[config.mk]
export PLATFORM = sky130hd
export DESIGN_NAME = mips_multicycle_controller_flat
export DESIGN_NICKNAME = d
export VERILOG_FILES = /design/src/rtl/mips_multicycle_controller_pkg.sv /design/src/rtl/mips_multicycle_controller_if.sv /design/src/rtl/mips_alu_op_decoder.sv /design/src/rtl/mips_multicycle_controller.sv /design/src/flat_wrapper.sv
export SDC_FILE = /design/constraint.sdc
export NUM_CORES = 1
export LEC_CHECK = 0
export CAP_MARGIN = 20
export CORE_MARGIN = 2
export CORE_UTILIZATION = 48
export CTS_CLUSTER_DIAMETER = 150
export DETAILED_ROUTE_END_ITERATION = 12
export PLACE_DENSITY = 0.81
export REMOVE_ABC_BUFFERS = 1
export SLEW_MARGIN = 20
export SYNTH_ARGS = -nofsm -noshare
export SYNTH_HDL_FRONTEND = slang
export SYNTH_HIERARCHICAL = 1
export SYNTH_SLANG_ARGS = --single-unit
[constraint.sdc]
create_clock -name clk -period 2.6 [get_ports clk]
set_input_delay 0.52 -clock clk [delete_from_list [all_inputs] [get_ports clk]]
set_output_delay 0.52 -clock clk [all_outputs]
set_load 0.005 [all_outputs]
[src/rtl/mips_multicycle_controller_pkg.sv]
// Shared encodings for the multi-cycle MIPS control unit: opcodes, function codes,
// ALU operations, datapath mux selects and FSM state codes.
package mips_multicycle_controller_pkg;

  localparam logic [5:0] OP_RTYPE = 6'b000000;
  localparam logic [5:0] OP_J     = 6'b000010;
  localparam logic [5:0] OP_JAL   = 6'b000011;
  localparam logic [5:0] OP_BEQ   = 6'b000100;
  localparam logic [5:0] OP_BNE   = 6'b000101;
  localparam logic [5:0] OP_ADDI  = 6'b001000;
  localparam logic [5:0] OP_SLTI  = 6'b001010;
  localparam logic [5:0] OP_LW    = 6'b100011;
  localparam logic [5:0] OP_SW    = 6'b101011;

  localparam logic [5:0] FN_JR  = 6'b001000;
  localparam logic [5:0] FN_ADD = 6'b100000;
  localparam logic [5:0] FN_SUB = 6'b100010;
  localparam logic [5:0] FN_AND = 6'b100100;
  localparam logic [5:0] FN_OR  = 6'b100101;
  localparam logic [5:0] FN_SLT = 6'b101010;

  localparam logic [2:0] ALU_AND = 3'b000;
  localparam logic [2:0] ALU_OR  = 3'b001;
  localparam logic [2:0] ALU_ADD = 3'b010;
  localparam logic [2:0] ALU_SUB = 3'b110;
  localparam logic [2:0] ALU_SLT = 3'b111;

  localparam logic [1:0] PCSRC_ALU    = 2'b00;
  localparam logic [1:0] PCSRC_ALUOUT = 2'b01;
  localparam logic [1:0] PCSRC_JUMP   = 2'b10;
  localparam logic [1:0] PCSRC_REG    = 2'b11;

  localparam logic [1:0] SRCB_REG    = 2'b00;
  localparam logic [1:0] SRCB_FOUR   = 2'b01;
  localparam logic [1:0] SRCB_IMM    = 2'b10;
  localparam logic [1:0] SRCB_IMMSH2 = 2'b11;

  localparam logic [1:0] REGDST_RT = 2'b00;
  localparam logic [1:0] REGDST_RD = 2'b01;
  localparam logic [1:0] REGDST_RA = 2'b10;

  localparam logic [1:0] M2R_ALUOUT = 2'b00;
  localparam logic [1:0] M2R_MDR    = 2'b01;
  localparam logic [1:0] M2R_PC     = 2'b10;

  localparam logic [3:0] S_FETCH    = 4'd0;
  localparam logic [3:0] S_DECODE   = 4'd1;
  localparam logic [3:0] S_EXEC_R   = 4'd2;
  localparam logic [3:0] S_WB_R     = 4'd3;
  localparam logic [3:0] S_EXEC_I   = 4'd4;
  localparam logic [3:0] S_WB_I     = 4'd5;
  localparam logic [3:0] S_MEM_ADDR = 4'd6;
  localparam logic [3:0] S_MEM_RD   = 4'd7;
  localparam logic [3:0] S_MEM_WB   = 4'd8;
  localparam logic [3:0] S_MEM_WR   = 4'd9;
  localparam logic [3:0] S_BRANCH   = 4'd10;
  localparam logic [3:0] S_JUMP     = 4'd11;
  localparam logic [3:0] S_JAL      = 4'd12;
  localparam logic [3:0] S_JR       = 4'd13;
  localparam logic [3:0] S_HALT     = 4'd14;

  // Which source decides the ALU operation in a given state.
  typedef enum logic [2:0] {
    CLS_NONE,
    CLS_ADD,
    CLS_SUB,
    CLS_R,
    CLS_I
  } alu_cls_e;

  function automatic logic is_r_alu(input logic [5:0] fn);
    return (fn == FN_ADD) || (fn == FN_SUB) || (fn == FN_AND) ||
           (fn == FN_OR)  || (fn == FN_SLT);
  endfunction

endpackage

[src/rtl/mips_multicycle_controller_if.sv]
// Controller <-> datapath bundle: IR fields and ALU flag in, every select/enable out.
interface mips_multicycle_controller_if #(
  parameter int COUNT_W = 32
);
  logic [5:0]         OpCode;
  logic [5:0]         Func;
  logic               Zero;
  logic               PcWrite;
  logic               IorD;
  logic               MemRead;
  logic               MemWrite;
  logic               IRWrite;
  logic [1:0]         RegDst;
  logic [1:0]         MemToReg;
  logic               RegWrite;
  logic               AluSrcA;
  logic [1:0]         AluSrcB;
  logic [2:0]         AluOperation;
  logic [1:0]         PcSrc;
  logic               Halted;
  logic [COUNT_W-1:0] Retired;

  modport master (
    input  OpCode, Func, Zero,
    output PcWrite, IorD, MemRead, MemWrite, IRWrite, RegDst, MemToReg, RegWrite,
           AluSrcA, AluSrcB, AluOperation, PcSrc, Halted, Retired
  );

  modport slave (
    output OpCode, Func, Zero,
    input  PcWrite, IorD, MemRead, MemWrite, IRWrite, RegDst, MemToReg, RegWrite,
           AluSrcA, AluSrcB, AluOperation, PcSrc, Halted, Retired
  );
endinterface

[src/rtl/mips_alu_op_decoder.sv]
// Maps the current state class plus IR fields onto the 3-bit ALU operation code.
module mips_alu_op_decoder
  import mips_multicycle_controller_pkg::*;
(
  input  alu_cls_e   i_cls,
  input  logic [5:0] i_opcode,
  input  logic [5:0] i_func,
  output logic [2:0] o_alu_op
);

  always_comb begin
    o_alu_op = ALU_AND;
    case (i_cls)
      CLS_ADD: o_alu_op = ALU_ADD;
      CLS_SUB: o_alu_op = ALU_SUB;
      CLS_R: begin
        case (i_func)
          FN_ADD:  o_alu_op = ALU_ADD;
          FN_SUB:  o_alu_op = ALU_SUB;
          FN_AND:  o_alu_op = ALU_AND;
          FN_OR:   o_alu_op = ALU_OR;
          FN_SLT:  o_alu_op = ALU_SLT;
          default: o_alu_op = ALU_AND;
        endcase
      end
      CLS_I:   o_alu_op = (i_opcode == OP_SLTI) ? ALU_SLT : ALU_ADD;
      default: o_alu_op = ALU_AND;
    endcase
  end

endmodule

[src/rtl/mips_multicycle_controller.sv]
// Multi-cycle MIPS control FSM: sequences each instruction, drives all datapath
// controls, resolves branches, traps illegal encodings and counts retirements.
module mips_multicycle_controller
  import mips_multicycle_controller_pkg::*;
#(
  parameter int COUNT_W         = 32,
  parameter bit HALT_ON_ILLEGAL = 1'b1
) (
  input logic                           clk,
  input logic                           rst,
  mips_multicycle_controller_if.master  bus
);

  localparam logic [3:0] S_ILLEGAL = HALT_ON_ILLEGAL ? S_HALT : S_FETCH;

  logic [3:0]         r_state;
  logic [3:0]         w_next;
  logic [COUNT_W-1:0] r_retired;
  logic               w_final;
  alu_cls_e           w_cls;
  logic [2:0]         w_alu_op;

  logic       w_pc_write, w_iord, w_mem_read, w_mem_write, w_ir_write;
  logic       w_reg_write, w_src_a, w_halted;
  logic [1:0] w_reg_dst, w_mem_to_reg, w_src_b, w_pc_src;

  always_comb begin
    w_next = S_FETCH;
    case (r_state)
      S_FETCH:  w_next = S_DECODE;
      S_DECODE: begin
        case (bus.OpCode)
          OP_RTYPE: begin
            if (bus.Func == FN_JR)      w_next = S_JR;
            else if (is_r_alu(bus.Func)) w_next = S_EXEC_R;
            else                         w_next = S_ILLEGAL;
          end
          OP_ADDI, OP_SLTI: w_next = S_EXEC_I;
          OP_LW, OP_SW:     w_next = S_MEM_ADDR;
          OP_BEQ, OP_BNE:   w_next = S_BRANCH;
          OP_J:             w_next = S_JUMP;
          OP_JAL:           w_next = S_JAL;
          default:          w_next = S_ILLEGAL;
        endcase
      end
      S_EXEC_R:   w_next = S_WB_R;
      S_EXEC_I:   w_next = S_WB_I;
      S_MEM_ADDR: w_next = (bus.OpCode == OP_LW) ? S_MEM_RD : S_MEM_WR;
      S_MEM_RD:   w_next = S_MEM_WB;
      S_HALT:     w_next = S_HALT;
      default:    w_next = S_FETCH;
    endcase
  end

  always_comb begin
    case (r_state)
      S_WB_R, S_WB_I, S_MEM_WB, S_MEM_WR,
      S_BRANCH, S_JUMP, S_JAL, S_JR: w_final = 1'b1;
      default:                       w_final = 1'b0;
    endcase
  end

  always_ff @(posedge clk or posedge rst) begin
    if (rst) begin
      r_state   <= S_FETCH;
      r_retired <= '0;
    end else begin
      r_state <= w_next;
      if (w_final) r_retired <= r_retired + COUNT_W'(1);
    end
  end

  // Moore decode; only the branch PC enable looks at the live Zero flag.
  always_comb begin
    w_pc_write   = 1'b0;
    w_iord       = 1'b0;
    w_mem_read   = 1'b0;
    w_mem_write  = 1'b0;
    w_ir_write   = 1'b0;
    w_reg_dst    = REGDST_RT;
    w_mem_to_reg = M2R_ALUOUT;
    w_reg_write  = 1'b0;
    w_src_a      = 1'b0;
    w_src_b      = SRCB_REG;
    w_pc_src     = PCSRC_ALU;
    w_halted     = 1'b0;
    w_cls        = CLS_NONE;
    case (r_state)
      S_FETCH: begin
        w_mem_read = 1'b1;
        w_ir_write = 1'b1;
        w_src_b    = SRCB_FOUR;
        w_cls      = CLS_ADD;
        w_pc_write = 1'b1;
      end
      S_DECODE: begin
        w_src_b = SRCB_IMMSH2;
        w_cls   = CLS_ADD;
      end
      S_EXEC_R: begin
        w_src_a = 1'b1;
        w_cls   = CLS_R;
      end
      S_WB_R: begin
        w_reg_dst   = REGDST_RD;
        w_reg_write = 1'b1;
        w_cls       = CLS_R;
      end
      S_EXEC_I: begin
        w_src_a = 1'b1;
        w_src_b = SRCB_IMM;
        w_cls   = CLS_I;
      end
      S_WB_I: begin
        w_reg_write = 1'b1;
        w_cls       = CLS_I;
      end
      S_MEM_ADDR: begin
        w_src_a = 1'b1;
        w_src_b = SRCB_IMM;
        w_cls   = CLS_ADD;
      end
      S_MEM_RD: begin
        w_iord     = 1'b1;
        w_mem_read = 1'b1;
      end
      S_MEM_WB: begin
        w_mem_to_reg = M2R_MDR;
        w_reg_write  = 1'b1;
      end
      S_MEM_WR: begin
        w_iord      = 1'b1;
        w_mem_write = 1'b1;
      end
      S_BRANCH: begin
        w_src_a    = 1'b1;
        w_cls      = CLS_SUB;
        w_pc_src   = PCSRC_ALUOUT;
        w_pc_write = (bus.OpCode == OP_BEQ) ? bus.Zero : ~bus.Zero;
      end
      S_JUMP: begin
        w_pc_src   = PCSRC_JUMP;
        w_pc_write = 1'b1;
      end
      S_JAL: begin
        w_pc_src     = PCSRC_JUMP;
        w_pc_write   = 1'b1;
        w_reg_dst    = REGDST_RA;
        w_mem_to_reg = M2R_PC;
        w_reg_write  = 1'b1;
      end
      S_JR: begin
        w_pc_src   = PCSRC_REG;
        w_pc_write = 1'b1;
      end
      S_HALT:  w_halted = 1'b1;
      default: w_cls = CLS_NONE;
    endcase
  end

  mips_alu_op_decoder u_alu_op_decoder (
    .i_cls    (w_cls),
    .i_opcode (bus.OpCode),
    .i_func   (bus.Func),
    .o_alu_op (w_alu_op)
  );

  // Gate with rst so nothing can write while reset is asserted mid-cycle.
  assign bus.PcWrite      = w_pc_write  & ~rst;
  assign bus.IorD         = w_iord      & ~rst;
  assign bus.MemRead      = w_mem_read  & ~rst;
  assign bus.MemWrite     = w_mem_write & ~rst;
  assign bus.IRWrite      = w_ir_write  & ~rst;
  assign bus.RegDst       = w_reg_dst    & {2{~rst}};
  assign bus.MemToReg     = w_mem_to_reg & {2{~rst}};
  assign bus.RegWrite     = w_reg_write & ~rst;
  assign bus.AluSrcA      = w_src_a     & ~rst;
  assign bus.AluSrcB      = w_src_b      & {2{~rst}};
  assign bus.AluOperation = w_alu_op     & {3{~rst}};
  assign bus.PcSrc        = w_pc_src     & {2{~rst}};
  assign bus.Halted       = w_halted    & ~rst;
  assign bus.Retired      = r_retired;

endmodule

[src/flat_wrapper.sv]
// flat-port wrapper written by rule: the top's interface ports become plain ports
module mips_multicycle_controller_flat import mips_multicycle_controller_pkg::*;
#(
  parameter int COUNT_W         = 32,
  parameter bit HALT_ON_ILLEGAL = 1'b1
)
  (clk, rst, bus_OpCode, bus_Func, bus_Zero, bus_PcWrite, bus_IorD, bus_MemRead, bus_MemWrite, bus_IRWrite, bus_RegDst, bus_MemToReg, bus_RegWrite, bus_AluSrcA, bus_AluSrcB, bus_AluOperation, bus_PcSrc, bus_Halted, bus_Retired);
  mips_multicycle_controller_if #(.COUNT_W(COUNT_W)) bus_i ();
  input logic clk;
  input logic rst;
  input wire logic [$bits(bus_i.OpCode)-1:0] bus_OpCode;
  input wire logic [$bits(bus_i.Func)-1:0] bus_Func;
  input wire logic [$bits(bus_i.Zero)-1:0] bus_Zero;
  output wire logic [$bits(bus_i.PcWrite)-1:0] bus_PcWrite;
  output wire logic [$bits(bus_i.IorD)-1:0] bus_IorD;
  output wire logic [$bits(bus_i.MemRead)-1:0] bus_MemRead;
  output wire logic [$bits(bus_i.MemWrite)-1:0] bus_MemWrite;
  output wire logic [$bits(bus_i.IRWrite)-1:0] bus_IRWrite;
  output wire logic [$bits(bus_i.RegDst)-1:0] bus_RegDst;
  output wire logic [$bits(bus_i.MemToReg)-1:0] bus_MemToReg;
  output wire logic [$bits(bus_i.RegWrite)-1:0] bus_RegWrite;
  output wire logic [$bits(bus_i.AluSrcA)-1:0] bus_AluSrcA;
  output wire logic [$bits(bus_i.AluSrcB)-1:0] bus_AluSrcB;
  output wire logic [$bits(bus_i.AluOperation)-1:0] bus_AluOperation;
  output wire logic [$bits(bus_i.PcSrc)-1:0] bus_PcSrc;
  output wire logic [$bits(bus_i.Halted)-1:0] bus_Halted;
  output wire logic [$bits(bus_i.Retired)-1:0] bus_Retired;
  assign bus_i.OpCode = bus_OpCode;
  assign bus_i.Func = bus_Func;
  assign bus_i.Zero = bus_Zero;
  assign bus_PcWrite = bus_i.PcWrite;
  assign bus_IorD = bus_i.IorD;
  assign bus_MemRead = bus_i.MemRead;
  assign bus_MemWrite = bus_i.MemWrite;
  assign bus_IRWrite = bus_i.IRWrite;
  assign bus_RegDst = bus_i.RegDst;
  assign bus_MemToReg = bus_i.MemToReg;
  assign bus_RegWrite = bus_i.RegWrite;
  assign bus_AluSrcA = bus_i.AluSrcA;
  assign bus_AluSrcB = bus_i.AluSrcB;
  assign bus_AluOperation = bus_i.AluOperation;
  assign bus_PcSrc = bus_i.PcSrc;
  assign bus_Halted = bus_i.Halted;
  assign bus_Retired = bus_i.Retired;
  mips_multicycle_controller #(.COUNT_W(COUNT_W), .HALT_ON_ILLEGAL(HALT_ON_ILLEGAL)) u_core (.clk(clk), .rst(rst), .bus(bus_i));
endmodule
**Yosys cells after proc, flatten, opt, wreduce, memory -nomap -nowiden**

Memory sizes are Yosys's and may differ from the RTL's.
Cells that the tools add are included.

- Reductions and logical operators: 19
- Add/sub/neg operators: 1
- Muxes and demuxes: 22
- Bitwise operators: 15
- Equality and inequality tests: 32

Operators by type and width:

| operator | count |
|---|---|
| $eq 6x6->1 const B | 7 |
| $pmux 3 s4 | 3 |
| $add 32x1->32 const B | 1 |
| $eq 4x4->1 const B | 7 |
| $pmux 4 s7 | 1 |
| $pmux 4 s6 | 1 |
| $eq 6x4->1 const B | 3 |
| $reduce_or 2->1 | 9 |
| $eq 4x3->1 const B | 4 |
| $eq 6x2->1 const B | 2 |
| $eq 6x3->1 const B | 2 |
| $mux 4 | 3 |
| $pmux 2 s3 | 2 |
| $reduce_or 4->1 | 3 |
| $and 1x1->1 | 8 |
| $and 2x2->2 | 4 |
| $eq 4x2->1 const B | 2 |
| $mux 1 | 8 |
| $pmux 2 s2 | 2 |
| $eq 3x2->1 const B | 2 |
| $logic_not 6->1 | 1 |
| $eq 4x1->1 const B | 1 |
| $logic_not 4->1 | 1 |
| $logic_or 1x1->1 | 4 |
| 7 further kinds | 8 |

- Input bits: 15
- Output and inout bits: 51
- Logic and storage cells: 92
- Memories: 1
- ROM bits: 16
- Bits in registers: 36

Memories:

| memory | depth | bits a word | read ports | clocked after Yosys merged registers in | wr ports | line | text |
|---|---|---|---|---|---|---|---|
| (no name shown) | 16 | 1 | 1 | 0 | 0 | mips_multicycle_controller.sv:56 | `case (r_state)` |

**Depth between registers and ports, before layout**

Gate-level depths: netlist of run 1.

- Word-level depth: 9
- Mapped depth: 8

**By module**

The synthesis of run 1 kept the hierarchy.

Modules (own cells, without submodules):

| module | seq. area each (um^2) | area an instance (um^2) | cells an instance | times used |
|---|---|---|---|---|
| mips_multicycle_controller | 900.9 | 2150.8 | 241 | 1 |
| mips_alu_op_decoder | 0.0 | 115.1 | 17 | 1 |

**Worst setup path before layout of run 1**

No wires, ideal clock.

- Path type: input -> output
- Start: input port rst
- End: output port bus_PcWrite
- Required time: 2080 ps
- Slack: 68 ps
- Data arrival time: 2012 ps
- Buffers on the path: 1
- Stages on the path: 4
- Cell sequence: clkbuf_1 inv_1 nand2_1 o31ai_1

- Cells in the longest elaborated chain, start to end: 2

RTL lines:

| what | line | text |
|---|---|---|
| start: declaration | flat_wrapper.sv:10 | `input logic rst;` |
| $not 1->1 | mips_multicycle_controller.sv:169 | `assign bus.PcWrite = w_pc_write & ~rst;` |
| $and 1x1->1 | mips_multicycle_controller.sv:169 |  |
| end: declaration | flat_wrapper.sv:14 | `output wire logic [$bits(bus_i.PcWrite)-1:0] bus_PcWrite;` |

Every way passes these cells.

**Worst setup path in the final report of run 1**

- Start: register u_core.r_state[2]
- End: output port bus_AluSrcB[1]

- Cells in the longest elaborated chain, start to end: 4
- Elaborated cells on any way between the ends: 7
- Classes of those cells: 3 x eq/ne; 1 x mux; 1 x bitwise; 2 x reduce/logical

RTL lines:

| what | line | text |
|---|---|---|
| start: declaration | mips_multicycle_controller.sv:16 | `logic [3:0] r_state;` |
| start signal: assignment | mips_multicycle_controller.sv:68 | `r_state <= w_next;` |
| $eq 4x3->1 | mips_multicycle_controller.sv:88 | `case (r_state)` |
| $reduce_or 2->1 (no line) | n/a |  |
| $pmux 2 s3 (*) | mips_multicycle_controller.sv:88 |  |
| $and 2x2->2 (*) | mips_multicycle_controller.sv:178 | `assign bus.AluSrcB = w_src_b & {2{~rst}};` |
| end: declaration | flat_wrapper.sv:23 | `output wire logic [$bits(bus_i.AluSrcB)-1:0] bus_AluSrcB;` |

Every way passes the cells marked *; elsewhere a longest branch is shown, timed or not.

==> out/metrics.csv, run 1 <==
stage,metric,value,unit
grt,overflow,0,
final_layout,nets,364,
final_layout,area_growth,46.82,%
setup_path,rr_worst_depth,7,
clocking,cts-buffers-inserted,5,
drt,wire_per_inst,14.38,um
sta,slew_headroom,52.18,%
setup_path,cp_max_fo,8,
setup_path,critPathTopFamily,buffers and inverters,
yosys,syn_area,2266,um^2
setup_path,worst-path-stages,6,
final_layout,drive_gt1_share,16.33,%
yosys,synth.top_cell.area_share,39.76,%
sta,period_share,99.87,%
clocking,cts_root_buf,clkbuf_8,
grt,grt_usage,22.69,%
power,power,2.369,mW
worst_hold_path,hold_class,reg2reg,
floorplan,die_height,72.71,um
yosys,synth_mux_area_share,1.325,%
setup_path,worstSetupEndpointType,primary output,
yosys,ys.warnings.count,6,
clocking,worstSkewPairLatency,300,ps
yosys,netlist_top_cells_area,"dfrtp_1 (40%), xnor2_1 (10%), nand3_1 (4.9%), nor2_1 (4.6%), nand2_1 (4.5%)",
floorplan,pin_count,66,
yosys,synth_compound_area_share,10.10,%
sta,fmax,385.1,MHz
power,p_leak,1.408,nW
clocking,cts.sinks,36,
sta,layout_min_cycle_time,2597,ps
placed_design,placed_cells,386,
yosys,synth-main-ff-cell,dfrtp_1,
drt,route.detailed.drc,0,
final_layout,ff_latch_area,902.1,um^2
clocking,cts_buffer_depth,2,
power,peakVddDrop,584.0,uV
placed_design,gp_congestion,0.8718,
yosys,synth_fa_ha_area_share,0.5522,%
yosys,synth_top_family_by_area,simple AND/OR/NAND/NOR gates,
sta,finalHoldViolations,0,
placed_design,port_buffers,65,
setup_path,timing.rr.end,u_core/bus.Retired[17],
clocking,cts_hold_buf,0,
clocking,cts_tree,yes,
power,pwr_density_cell,712.1,nW/um^2
setup_path,start_kind,flop,
setup_path,reg2reg_from,u_core/r_state[2],
yosys,ys_types,51,
sta,finalSetupViolations,0,
setup_path,cp-endpoint,bus_AluSrcB[1],
drt,viasPerCell,5.586,
placed_design,dp_hpwl,4086,um
floorplan,die_w,72.71,um
drt,firstDrtPassIters,4,
clocking,htreeDepth,2,
setup_path,crit_arrival,2080,ps
setup_path,slowest_delay,560,ps
floorplan,initial_core_util,50.99,%
grt,grt_pass1_vias,2025,
yosys,synth_common_cells,"dfrtp_1 (36), nor2_1 (28), nand2_1 (27), xnor2_1 (27), nand3_1 (22)",
drt,routed_wl,5765,um
floorplan,dieArea,5286,um^2
setup_path,cp_slowest_cell,clkdlybuf4s50_1,
setup_path,critical_path_required,2080,ps
yosys,synth_top_area_cell,dfrtp_1,
clocking,clk_pin_slew,70,ps
drt,drt_iter0_drc,129,
grt,grt_max_degree,37,
setup_path,crit_type,reg2out,
sta,fin_setup_tns,0,ps
yosys,syn_area_per_cell,8.783,um^2
final_layout,fillers,319,
yosys,synthArstFlopShare,100.0,%
yosys,synth-seq-area-share,39.76,%
yosys,synth_edf_count,0,
final_layout,multi_input_area,1333,um^2
setup_path,crit_path_start,u_core/r_state[2],
floorplan,fp.coreArea,4444,um^2
run_status,status,"finished, final reports clean",
grt,grt_pass1_wl,9418,um
sta,max_slew.worst_pin.slew,710.7,ps
drt,detail-route-antenna-nets,0,
yosys,synthCells,258,
flow_run,drv_cap,0,
drt,vias,2240,
yosys,yosys.area_share.xor_xnor,13.14,%
setup_path,crit_buf_inv,3,
setup_path,cp_cell_sequence,buf_6 -> buf_4 -> nor2_1 -> mux2i_1 -> nor3_1 -> clkdlybuf4s50_1,
yosys,synth_simple_gate_area_share,31.31,%
yosys,ys_seq_elements,36,
floorplan,fp-row-count,24,
yosys,synth.most_common_cell,dfrtp_1,
final_layout,diodes,0,
setup_path,r2r_slack,520,ps
sta,finalMaxSlewViolations,0,
sta,fin_skew,11.37,ps
grt,antenna_found_initial,0,
final_layout,final_cells,401,
what timing repair did:
action                     in CTS  in global routing
cloned                          0                  0
gates resized for setup        17                  5
pin swaps                       0                  2
buffers inserted                2                  5
setup endpoints to repair       7                  4
metal layers:
metal  track usage (%)  vias up  wire (um)
met5                 0        -          0
met1             30.97     1072       2583
met3             4.420       12        263
met4             9.053        0        108
li1                  -     1093          -
met2             35.56       63       2809
worst min-delay path by stage:
| stage | from | end | slack [ps] | depth (start not counted) |
|---|---|---|---|---|
| finish | u_core/bus.Retired[31] | u_core/bus.Retired[31] | 490 | 1 |
| global route | u_core/bus.Retired[10] | u_core/bus.Retired[10] | 520 | 1 |
| CTS | u_core/bus.Retired[31] | u_core/bus.Retired[31] | 500 | 1 |
| detailed placement | u_core/bus.Retired[31] | u_core/bus.Retired[31] | 490 | 1 |
| global placement | u_core/bus.Retired[31] | u_core/bus.Retired[31] | 460 | 1 |
| floorplan | u_core/bus.Retired[31] | u_core/bus.Retired[31] | 470 | 1 |
power breakdown:
group / internal [mW] / leakage (nW) / switching, mW / total (mW)
clock: 0.284 / 0.0552 / 0.201 / 0.486
sequential: 0.638 / 0.487 / 0.0976 / 0.736
combinational: 0.590 / 0.866 / 0.558 / 1.15
cell usage in the layout (no fill, tap or decap), types with 2 or more instances in the layout:
| master | Yosys | final |
|---|---|---|
| mux2i_1 | 3 | 3 |
| nor3_1 | 8 | 8 |
| o31ai_1 | 4 | 4 |
| nand2_1 | 27 | 27 |
| a21oi_1 | 6 | 4 |
| and4b_1 | 2 | 2 |
| nand4_1 | 5 | 5 |
| o21ai_0 | 4 | 4 |
| buf_4 | 1 | 29 |
| o211ai_1 | 2 | 2 |
| o2111ai_1 | 2 | 2 |
| dfrtp_1 | 36 | 35 |
| and4_1 | 4 | 4 |
| nand3_1 | 22 | 22 |
| nand2b_1 | 6 | 5 |
| nand4b_1 | 2 | 2 |
| dlygate4sd2_1 | 0 | 6 |
| nor2b_1 | 8 | 8 |
| nor4_2 | 1 | 2 |
| nor2_1 | 28 | 25 |
| xor2_1 | 7 | 7 |
| nor4_1 | 3 | 2 |
| and3_1 | 3 | 3 |
| a31oi_1 | 2 | 2 |
| clkdlybuf4s50_1 | 0 | 58 |
| clkbuf_8 | 0 | 5 |
| inv_1 | 9 | 9 |
| buf_6 | 0 | 2 |
| nor2_2 | 0 | 3 |
| xnor2_1 | 27 | 27 |
cells by family after synthesis:
kind of cell / count (synthesis)
AOI/OAI and AO/OA: 32
muxes: 3
xor gates and xnor gates: 34
buffers and inverters: 22
DFF: 36
and+or+nand+nor: 130
adders and majority gates: 1
per-stage QoR:
step           hold WS [ps]  util, %  instance area (um^2)  setup slack (ps)
4_1_cts               499.7    73.59                  3271            -20.26
3_5_place_dp          487.7    69.96                  3109            -167.8
3_3_place_gp          460.5    69.96                  3109            -134.3
6_report              486.3    74.86                  3327             3.310
2_1_floorplan         468.2        -                  2213             275.1
5_1_grt               516.4    74.86                  3327            -24.37
sequential cells by signal, summed over array words and instances (netlist names):
name,cells
u_core/r_state,4
u_core/bus.Retired,32
cell type report:
| type | instances | area share, % |
|---|---|---|
| multi-input cells | 200 | 40.05 |
| flip-flops and latches | 36 | 27.12 |
| repair buffers | 96 | 26.63 |
| clock buffers | 6 | 2.181 |
| well taps | 52 | 1.956 |
| clock inverters | 2 | 1.053 |
| inverters | 9 | 1.015 |
(Power assumes the default switching activity.)
==> inputs of run 2 (changes only) <==
--- a/config.mk
+++ b/config.mk
@@ -9,6 +9,7 @@
 export CORE_MARGIN = 2
 export CORE_UTILIZATION = 48
 export CTS_CLUSTER_DIAMETER = 150
+export CTS_CLUSTER_SIZE = 25
 export DETAILED_ROUTE_END_ITERATION = 12
 export PLACE_DENSITY = 0.81
 export REMOVE_ABC_BUFFERS = 1
==> results of run 2 <==
Same layout as run 1: the final DEF is identical, and so are final timing and power.
